### src/rtl/exec_pkg.sv
// Shared types and ALU helper for the register-file execute stage.
// Optional multiplier is enabled with EXEC_MUL_EN.
package exec_pkg;

    localparam int XLEN   = 32;
    localparam int REG_AW = 4;

    typedef enum logic [3:0] {
        OP_ADD   = 4'h0,
        OP_SUB   = 4'h1,
        OP_AND   = 4'h2,
        OP_OR    = 4'h3,
        OP_XOR   = 4'h4,
        OP_SLL   = 4'h5,
        OP_SRL   = 4'h6,
        OP_SRA   = 4'h7,
        OP_SLT   = 4'h8,
        OP_SLTU  = 4'h9,
        OP_PASSA = 4'hA,
        OP_PASSB = 4'hB,
        OP_MUL   = 4'hC
    } op_e;

    typedef enum logic [1:0] {
        IDLE,
        MUL_RUN,
        MUL_HOLD
    } exec_state_e;

    // Returns {err, data}; anything not handled here (incl. MUL) is illegal.
    function automatic logic [XLEN:0] alu_f(
        input logic [3:0]      op,
        input logic [XLEN-1:0] a,
        input logic [XLEN-1:0] b
    );
        logic [XLEN-1:0] r;
        logic            e;
        r = '0;
        e = 1'b0;
        case (op)
            OP_ADD:   r = a + b;
            OP_SUB:   r = a - b;
            OP_AND:   r = a & b;
            OP_OR:    r = a | b;
            OP_XOR:   r = a ^ b;
            OP_SLL:   r = a << b[4:0];
            OP_SRL:   r = a >> b[4:0];
            OP_SRA:   r = $signed(a) >>> b[4:0];
            OP_SLT:   r = {{(XLEN-1){1'b0}}, $signed(a) < $signed(b)};
            OP_SLTU:  r = {{(XLEN-1){1'b0}}, a < b};
            OP_PASSA: r = a;
            OP_PASSB: r = b;
            default:  e = 1'b1;
        endcase
        return {e, r};
    endfunction

endpackage

### src/rtl/exec_mul_seq.sv
// Iterative shift-add multiplier: one multiplier bit per cycle.
// done_o stays high with the product until the next start.
module exec_mul_seq
    import exec_pkg::*;
(
    input  logic            clk,
    input  logic            rst_n,
    input  logic            start_i,
    input  logic [XLEN-1:0] a_i,
    input  logic [XLEN-1:0] b_i,
    output logic            done_o,
    output logic [XLEN-1:0] prod_o
);

    localparam int CW = $clog2(XLEN);
    localparam logic [CW-1:0] LAST = CW'(XLEN - 1);

    logic [XLEN-1:0] a_q;
    logic [XLEN-1:0] b_q;
    logic [XLEN-1:0] acc_q;
    logic [CW-1:0]   cnt_q;
    logic            run_q;
    logic            done_q;

    always_ff @(posedge clk or negedge rst_n) begin
        if (!rst_n) begin
            a_q    <= '0;
            b_q    <= '0;
            acc_q  <= '0;
            cnt_q  <= '0;
            run_q  <= 1'b0;
            done_q <= 1'b0;
        end else if (start_i) begin
            a_q    <= a_i;
            b_q    <= b_i;
            acc_q  <= '0;
            cnt_q  <= '0;
            run_q  <= 1'b1;
            done_q <= 1'b0;
        end else if (run_q) begin
            if (b_q[cnt_q])
                acc_q <= acc_q + (a_q << cnt_q);
            cnt_q <= cnt_q + 1'b1;
            if (cnt_q == LAST) begin
                run_q  <= 1'b0;
                done_q <= 1'b1;
            end
        end
    end

    assign done_o = done_q;
    assign prod_o = acc_q;

endmodule

### src/rtl/regfile_exec_stage.sv
// Execute stage feeding the register file write port via a one-deep slot.
// Define EXEC_MUL_EN to build the iterative multiplier for opcode C.
module regfile_exec_stage
    import exec_pkg::*;
(
    input  logic              clk,
    input  logic              rst_n,
    input  logic              in_valid,
    output logic              in_ready,
    input  logic [3:0]        in_op,
    input  logic [XLEN-1:0]   in_a,
    input  logic [XLEN-1:0]   in_b,
    input  logic [REG_AW-1:0] in_dst,
    output logic              wb_valid,
    input  logic              wb_ready,
    output logic [XLEN-1:0]   wb_data,
    output logic [REG_AW-1:0] wb_sel,
    output logic              wb_err
);

    logic              wb_valid_q;
    logic [XLEN-1:0]   wb_data_q;
    logic [REG_AW-1:0] wb_sel_q;
    logic              wb_err_q;

    logic              slot_free;
    logic              accept;
    logic [XLEN:0]     alu_res;

    logic              ld;
    logic [XLEN-1:0]   ld_data;
    logic [REG_AW-1:0] ld_sel;
    logic              ld_err;

    assign slot_free = !wb_valid_q || wb_ready;
    assign accept    = in_valid && in_ready;
    assign alu_res   = alu_f(in_op, in_a, in_b);

`ifdef EXEC_MUL_EN
    exec_state_e       state_q;
    exec_state_e       state_d;
    logic [REG_AW-1:0] mdst_q;
    logic              mul_start;
    logic              mul_done;
    logic [XLEN-1:0]   mul_prod;

    assign in_ready  = (state_q == IDLE) && slot_free;
    assign mul_start = accept && (in_op == OP_MUL);

    exec_mul_seq u_mul (
        .clk     (clk),
        .rst_n   (rst_n),
        .start_i (mul_start),
        .a_i     (in_a),
        .b_i     (in_b),
        .done_o  (mul_done),
        .prod_o  (mul_prod)
    );
`else
    assign in_ready = slot_free;
`endif

    always_comb begin
        ld      = accept;
        ld_data = alu_res[XLEN-1:0];
        ld_err  = alu_res[XLEN];
        ld_sel  = in_dst;
`ifdef EXEC_MUL_EN
        state_d = state_q;
        unique case (state_q)
            IDLE: begin
                if (mul_start) begin
                    ld      = 1'b0;
                    state_d = MUL_RUN;
                end
            end
            MUL_RUN: begin
                if (mul_done)
                    state_d = slot_free ? IDLE : MUL_HOLD;
                ld = mul_done && slot_free;
            end
            MUL_HOLD: begin
                if (slot_free)
                    state_d = IDLE;
                ld = slot_free;
            end
            default: state_d = IDLE;
        endcase
        if (state_q != IDLE) begin
            ld_data = mul_prod;
            ld_err  = 1'b0;
            ld_sel  = mdst_q;
        end
`endif
    end

    always_ff @(posedge clk or negedge rst_n) begin
        if (!rst_n) begin
            wb_valid_q <= 1'b0;
            wb_data_q  <= '0;
            wb_sel_q   <= '0;
            wb_err_q   <= 1'b0;
`ifdef EXEC_MUL_EN
            state_q    <= IDLE;
            mdst_q     <= '0;
`endif
        end else begin
            if (ld) begin
                wb_valid_q <= 1'b1;
                wb_data_q  <= ld_data;
                wb_sel_q   <= ld_sel;
                wb_err_q   <= ld_err;
            end else if (wb_ready) begin
                wb_valid_q <= 1'b0;
            end
`ifdef EXEC_MUL_EN
            state_q <= state_d;
            if (mul_start)
                mdst_q <= in_dst;
`endif
        end
    end

    assign wb_valid = wb_valid_q;
    assign wb_data  = wb_data_q;
    assign wb_sel   = wb_sel_q;
    assign wb_err   = wb_err_q;

endmodule

### config.mk
export PLATFORM = sky130hd
export DESIGN_NAME = regfile_exec_stage
export DESIGN_NICKNAME = d
export VERILOG_FILES = /design/src/rtl/exec_pkg.sv /design/src/rtl/exec_mul_seq.sv /design/src/rtl/regfile_exec_stage.sv
export SDC_FILE = /design/constraint.sdc
export NUM_CORES = 1
export LEC_CHECK = 0
export CORE_MARGIN = 3
export CORE_UTILIZATION = 30
export CTS_CLUSTER_DIAMETER = 50
export DETAILED_ROUTE_END_ITERATION = 10
export SYNTH_ARGS = -nofsm -noshare
export SYNTH_HDL_FRONTEND = slang
export SYNTH_HIERARCHICAL = 1
export SYNTH_SLANG_ARGS = --single-unit
### constraint.sdc
create_clock -name clk -period 3.2 [get_ports clk]
set_input_delay 0.64 -clock clk [delete_from_list [all_inputs] [get_ports clk]]
set_output_delay 0.64 -clock clk [all_outputs]
set_load 0.03 [all_outputs]
==> impl_metrics.ini <==
[logic_synthesis]
netlist_instances = 1363
yosys_warnings = 6
yosysSeqAreaShare_pct = 9.19
synth_top_cell_by_area = mux4_2
synth_area_leaders = mux4_2 15%, ha_1 12%, dfrtp_1 9.2%, a21oi_1 6.2%, nor2_1 4.9%
synthArstFlopShare_pct = 100
synth_seq_cells = 38
yosys_most_used_dff = dfrtp_1
synth_area_um2 = 10300
synth_edf_count = 0
syn_nets = 1540
synth_top_area_share_pct = 14.8
avgSynthCellArea_um2 = 7.59
synth_cell_types = 72

[cells_and_area]
nets = 2079
syn2layout_area_growth_pct = 61.8
drive_gt1_share_pct = 40.4
regArea_um2 = 951
fillers = 3301
stdcell_area_um2 = 16700
most-common-layout-cells = 502 x buf_4, 131 x nor2_1, 107 x a21oi_1
diodes = 0
final_common_cell = buf_4
multi_input_area_um2 = 9370

[route]
wl_um = 58400
drt_pass1_iterations = 7
wl_per_cell_um = 24.8
routed_via_density = 5.96
drtAntennaViolNets = 0
drc_errors = 0
vias = 14022
drt_iter0_drc = 1732

[setup_path]
r2r-start = wb_valid
cp-startpoint = in_a[31]
timing.rr.end = wb_data[28]
rrSetupSlack_ps = 1180
worstPathArrival_ps = 3320
critPathMaxFanout = 14
reg2reg_depth = 6
cp.required_ps = 3380
cp-end-kind = flip-flop
crit_path_start_kind = input pin
path_class = in -> reg

[clock_network]
clkSinkCount = 38
clk_path_buf_depth = 2
path_clk_slew_ps = 80
numCtsBuffers = 5
cts_root_buf = clkbuf_16
insertion_delay_ps = 310
hold_buffers = 0
htree_levels = 2
cts_tree = done

[sta]
fin_setup_tns_ps = 0
tightest_slew_ps = 1100
fmax_mhz = 318
slew_violations = 0
min_period_ps = 3140
fin_ws_ps = 56.7
hold_violations = 0
setup_viol = 0
finalClockSkew_ps = 9.92
fin_crit_sh_pct = 98.2
slew_headroom_pct = 26.8
rsz0062_at_grt = true

[min_path]
hold_path.class = reg -> reg
min_from = wb_data[8]
min_to = wb_data[8]
holdPathStages = 1

[global_route]
grt_overflow_total = 0
grt_pass1_wl_um = 86200
grt_max_degree = 69
grt_pass1_vias = 13506
antenna_found_initial = 3
track_usage_pct = 31.1

[placement]
port_buffers = 114
dpl.hpwl_um = 47200
dp_slack_ps = -858
placed_area_um2 = 15600
gp_congestion = 1.02

[die]
chipHeight_um = 192
ioPinCount = 115
die_w_um = 192
dieArea_um2 = 36700
rows = 67
core-area_um2 = 33800
start_util_pct = 30.6

[pwr]
p_leak_nw = 7.45
peakVddDrop_mv = 0.188
internal-power_mw = 2.40
p_sw_share_pct = 45.2
power_frac_seq_pct = 14.0
p_per_area_nw_per_um2 = 262
comb_power_share_pct = 71.5
pwr-share-clk_pct = 14.5
switchingPower_mw = 1.99

[run_status]
status = complete, no violations

[flow_run]
cap_violations = 0
==> cells in the mapped netlist (9+ instances only) <==
library cell and number:
xnor2_1 12, o31ai_1 11, buf_2 20, a211oi_1 20
or3_1 9, mux2i_1 36, mux4_2 68, a31oi_1 11
nor2b_1 12, nand2b_1 10, nand4_1 12, nand2_1 99
a22oi_1 22, inv_1 93, a221o_1 11, a21oi_1 129
dfrtp_1 38, a21o_1 19, a22o_1 10, nor2_1 134
o211ai_1 32, a222oi_1 9, nor3_1 32, o21bai_1 17
nor4_1 9, nand3_1 33, o22ai_1 12, a221oi_1 26
o221ai_1 15, o21ai_0 96, and2_1 9, ha_1 99
buf_1 9, clkbuf_1 78
==> worst max-delay path, stage by stage <==
cell and delay, ps:
clkdlybuf4s50_1 490, buf_4 240, nand2_1 90, or4_1 310, o21ai_0 150, a221o_1 320
a221oi_2 270, buf_4 190, nand4_1 260, a21oi_1 230, o221ai_1 130
==> power by group through the flow <==
stage               Sequential (mW)  Clock [mW]  Combinational, mW
detailed placement            0.621           0               2.85
CTS                           0.613       0.649               3.00
floorplan                     0.752           0               1.23
finish                        0.615       0.637               3.14
global placement              0.620           0               2.84
global route                  0.622       0.670               3.32
==> cells by family (layout without fill, tap and decap cells) <==
kind of cell | count (synthesis) | count (layout) | synth area share [%]
flops | 38 | 38 | 9.19
buf+inv | 209 | 749 | 8.04
xor+xnor | 15 | 15 | 1.27
compound gates | 507 | 507 | 33.0
mux | 110 | 110 | 19.1
simple gates | 383 | 383 | 17.0
fa+ha+maj | 101 | 101 | 12.4
==> cell type report <==
| type | count | area share [%] |
|---|---|---|
| Multi-Input combinational cell | 1116 | 56.0 |
| Timing Repair Buffer | 644 | 31.7 |
| Sequential cell | 38 | 5.68 |
| Tap cell | 448 | 3.35 |
| Inverter | 97 | 2.26 |
| Clock buffer | 5 | 0.748 |
| Clock inverter | 3 | 0.239 |
==> metrics by stage <==
stage	cells	utilization (%)	hold WS (ps)	total power [mW]
after floorplan	1363	-	344	1.98
final	2351	49.5	480	4.39
after global placement	2316	46.1	463	3.46
after CTS	2343	48.4	483	4.27
after detailed placement	2316	46.1	469	3.47
after global routing	2351	49.5	512	4.62
==> registers in the layout, summed over array words and instances (netlist names) <==
name      cells
wb_data      32
wb_sel        4
wb_err        1
wb_valid      1
==> layer usage <==
layer	wire (um)	global-route usage, %
met2	25600	48.3
met5	7	0
met1	24500	43.9
met3	6140	5.49
met4	2170	9.14
==> worst max path at each step <==
stage	end	slack, ps	depth (start not counted)
final	wb_data[21]	60	11
after global routing	wb_data[31]	-10	13
after floorplan	wb_data[31]	-10	15
after detailed placement	wb_data[13]	-860	14
after CTS	wb_data[16]	0.2	15
after global placement	wb_data[9]	-800	14
==> repair_timing <==
item                       in CTS  in global routing
buffers inserted               21                  8
setup endpoints to repair      25                 23
pin swaps                      43                 32
resized for setup             136                 72
No activity file was read; power rests on OpenSTA's default activity.
==> patch: new RTL, same flow settings <==
Set the package constant `REG_AW` to 6 (it was 4).
--- a/src/rtl/exec_pkg.sv
+++ b/src/rtl/exec_pkg.sv
@@ -4,5 +4,5 @@
 
     localparam int XLEN   = 32;
-    localparam int REG_AW = 4;
+    localparam int REG_AW = 6;
 
     typedef enum logic [3:0] {
Ports: changed (resized in_dst and wb_sel); port bits go from 115 to 119. No check against the original RTL was run, so the function may have changed too.
==> patch against the original RTL <==
- the run now ends with setup timing left
- utilization is 0.66 points lower
- wire length grew 2.2%
- critical path type unchanged
- cell area shrank 0.85%
- area after synthesis is 1.0% higher
- first-iteration DRC count up 8.1%
- sequential power rose by 7.3%
- sequential cell count up 2
- critical path depth down 2
- worst setup slack got worse by 0.066 ns
- total power is 0.14% lower
==> patch: results (changes against the original RTL) <==
Timing
  • Hold Vio Cnt, Final: 0 (unchanged)
  • Clock Skew: 0.00902 ns (-0.000902 ns)
  • Worst-Margin Slew: 1.12 ns (+0.0268 ns)
  • Setup WS post-layout: -0.00959 ns (-0.0663 ns)
  • Final setup violation count: 1 (+1)
  • TNS Setup: -0.00959 ns (-0.00959 ns)
  • Final hold slack: 0.489 ns (+0.00934 ns)

Pwr
  • Leak pwr: 0.00737 µW (-1.1%)
  • Sw Ratio: 46.0% (+0.76 points)
  • Worst VDD drop: 0.204 mV (+8.8%)

Clock network
  • Root Driver: clkbuf_16
  • H-tree Lvls: 2 (unchanged)
  • Clock transition at path regs: roughly 0.07 ns
  • Clock Tree Buf Depth: 2 (unchanged)

Yosys
  • Register area share after synthesis: 9.58% (+0.38 points)
  • Post-synth top cells: nor2_1, a21oi_1, nand2_1, ha_1, inv_1
  • Syn_nets: 1621 (+5.3%)
  • Netlist cell types: 79 (+9.7%)
  • Synth warn: 6 (unchanged)
  • Most common flop cell mapped by yosys: dfrtp_1
  • Synth area leaders: ha_1, mux4_2, dfrtp_1
  • Synth async-reset ratio: 100% (unchanged)

Layout
  • Layout cells sized above 1: 36.9% (-3.5 points)
  • Largest register FFs: 32 (unchanged)
  • Fill count: 3310 (+0.27%)
  • Nets: 2118 (+1.9%)

Critical path
  • CP max FO: 5 (-9)
  • WP data arrival: 3.40 ns (+0.08 ns)
  • Slowest CP cell: clkdlybuf4s50_1
  • CP top delay family: compound AO/OA/AOI/OAI gates
  • Crit-path max cell delay: 0.53 ns (+0.04 ns)
  • Reg2Reg Setup Slack: 0.94 ns (-0.24 ns)

Global routing
  • Total Routing Usage GR: 31.0% (-0.11 points)
  • Initial antenna violation count: 1 (-2)
  • Pin count of the biggest net entering global routing: 63 (-8.7%)
  • First-pass GRT wire length: 86200 µm (about the same)

Detailed routing
  • Iteration-0 DRC Markers: 1872 (+8.1%)
  • Via count: 14.2k (+1.6%)
  • First-pass DRT Iterations: 6 (-1)
  • Drt wl/cell: 25.0 µm (+0.59%)

Outcome
  • Failing checks: setup timing
  • Outcome: complete, but fails checks

Place
  • DP HPWL: 47500 µm (+0.69%)
  • Post-place setup slack: -0.726 ns (+0.132 ns)
  • # port buffers: 118 (+3.5%)
  • Gpl congestion: 1.06 (+4.7%)

Min path
  • HP Class: reg -> reg
==> patch: cells by family (layout without fill, tap and decap cells) <==
logic type	Yosys count	after routing	synth area share, %
xor gates and xnor gates	21	21	1.76
buffers and inverters	211	709	7.97
adders and majority gates	101	101	12.2
DFF	40	40	9.58
AOI/OAI and AO/OA	516	516	32.8
and+or+nand+nor	450	450	19.5
muxes	103	103	16.2
==> patch: layout make-up <==
class	instances	area, µm²	share of cell area [%]
Multi-Input combinational cell	1191	9360	56.4
Timing Repair Buffer	606	5130	30.9
Inverter	95	364	2.19
Clock inverter	3	46.3	0.279
Sequential cell	40	1000	6.03
Clock buffer	5	125	0.754
Tap cell	448	561	3.38
==> patch: worst paths after layout <==
kind | cells after the start | to | from
min in group asynchronous | 1 | wb_sel[4] | rst_n
worst min register to register | 2 | wb_data[1] | wb_data[1]
worst max register to register | 10 | wb_data[17] | wb_valid
worst min-delay path | 2 | wb_data[1] | wb_data[1]
worst max-delay path | 9 | wb_data[20] | in_a[24]
max in group asynchronous | 1 | wb_data[17] | rst_n
==> patch: worst register-to-register path, stage by stage, from the launching register on <==
cell,delay (ns)
dfrtp_1,0.38
nand2b_1,0.15
nand2_2,0.12
buf_12,0.19
a22oi_1,0.20
nand4_1,0.24
a31oi_1,0.21
o21ai_0,0.13
a221oi_1,0.26
buf_4,0.20
a21oi_1,0.07
==> patch: power by group through the flow <==
stage / sequential, µW / combinational [µW] / clock, µW
after floorplan: 785 / 1240 / 0
after global placement: 663 / 2820 / 0
after detailed placement: 665 / 2840 / 0
after CTS: 656 / 2950 / 637
after global routing: 665 / 3270 / 657
final: 660 / 3090 / 631
==> patch: repair_timing <==
item / 4_1_cts / 5_1_grt
gates resized for setup: 114 / 84
hold endpoints to repair: 0 / 0
setup endpoints to repair: 26 / 23
pin swaps: 30 / 48
hold buffers: 0 / 0
buffers inserted: 14 / 9
gates cloned: 0 / 2
==> patch: layer usage <==
layer | up-vias | GRT usage, % | part of all wire (%) | wire length, µm
met5 | - | 0 | 0.022 | 13
met4 | 2 | 15.7 | 6.7 | 4000
met3 | 168 | 3.69 | 7.9 | 4730
met2 | 793 | 50.4 | 44 | 26500
met1 | 6866 | 40.4 | 41 | 24400
li1 | 6416 | - | - | -
==> patch: through the flow <==
step / cells / util (%) / instance area (µm²) / total power [µW]
6_report: 2388 / 48.9 / 16600 / 4380
5_1_grt: 2388 / 48.9 / 16600 / 4590
4_1_cts: 2378 / 47.7 / 16200 / 4240
3_5_place_dp: 2356 / 45.6 / 15500 / 3500
3_3_place_gp: 2356 / 45.6 / 15500 / 3490
2_1_floorplan: 1442 / - / 10600 / 2030
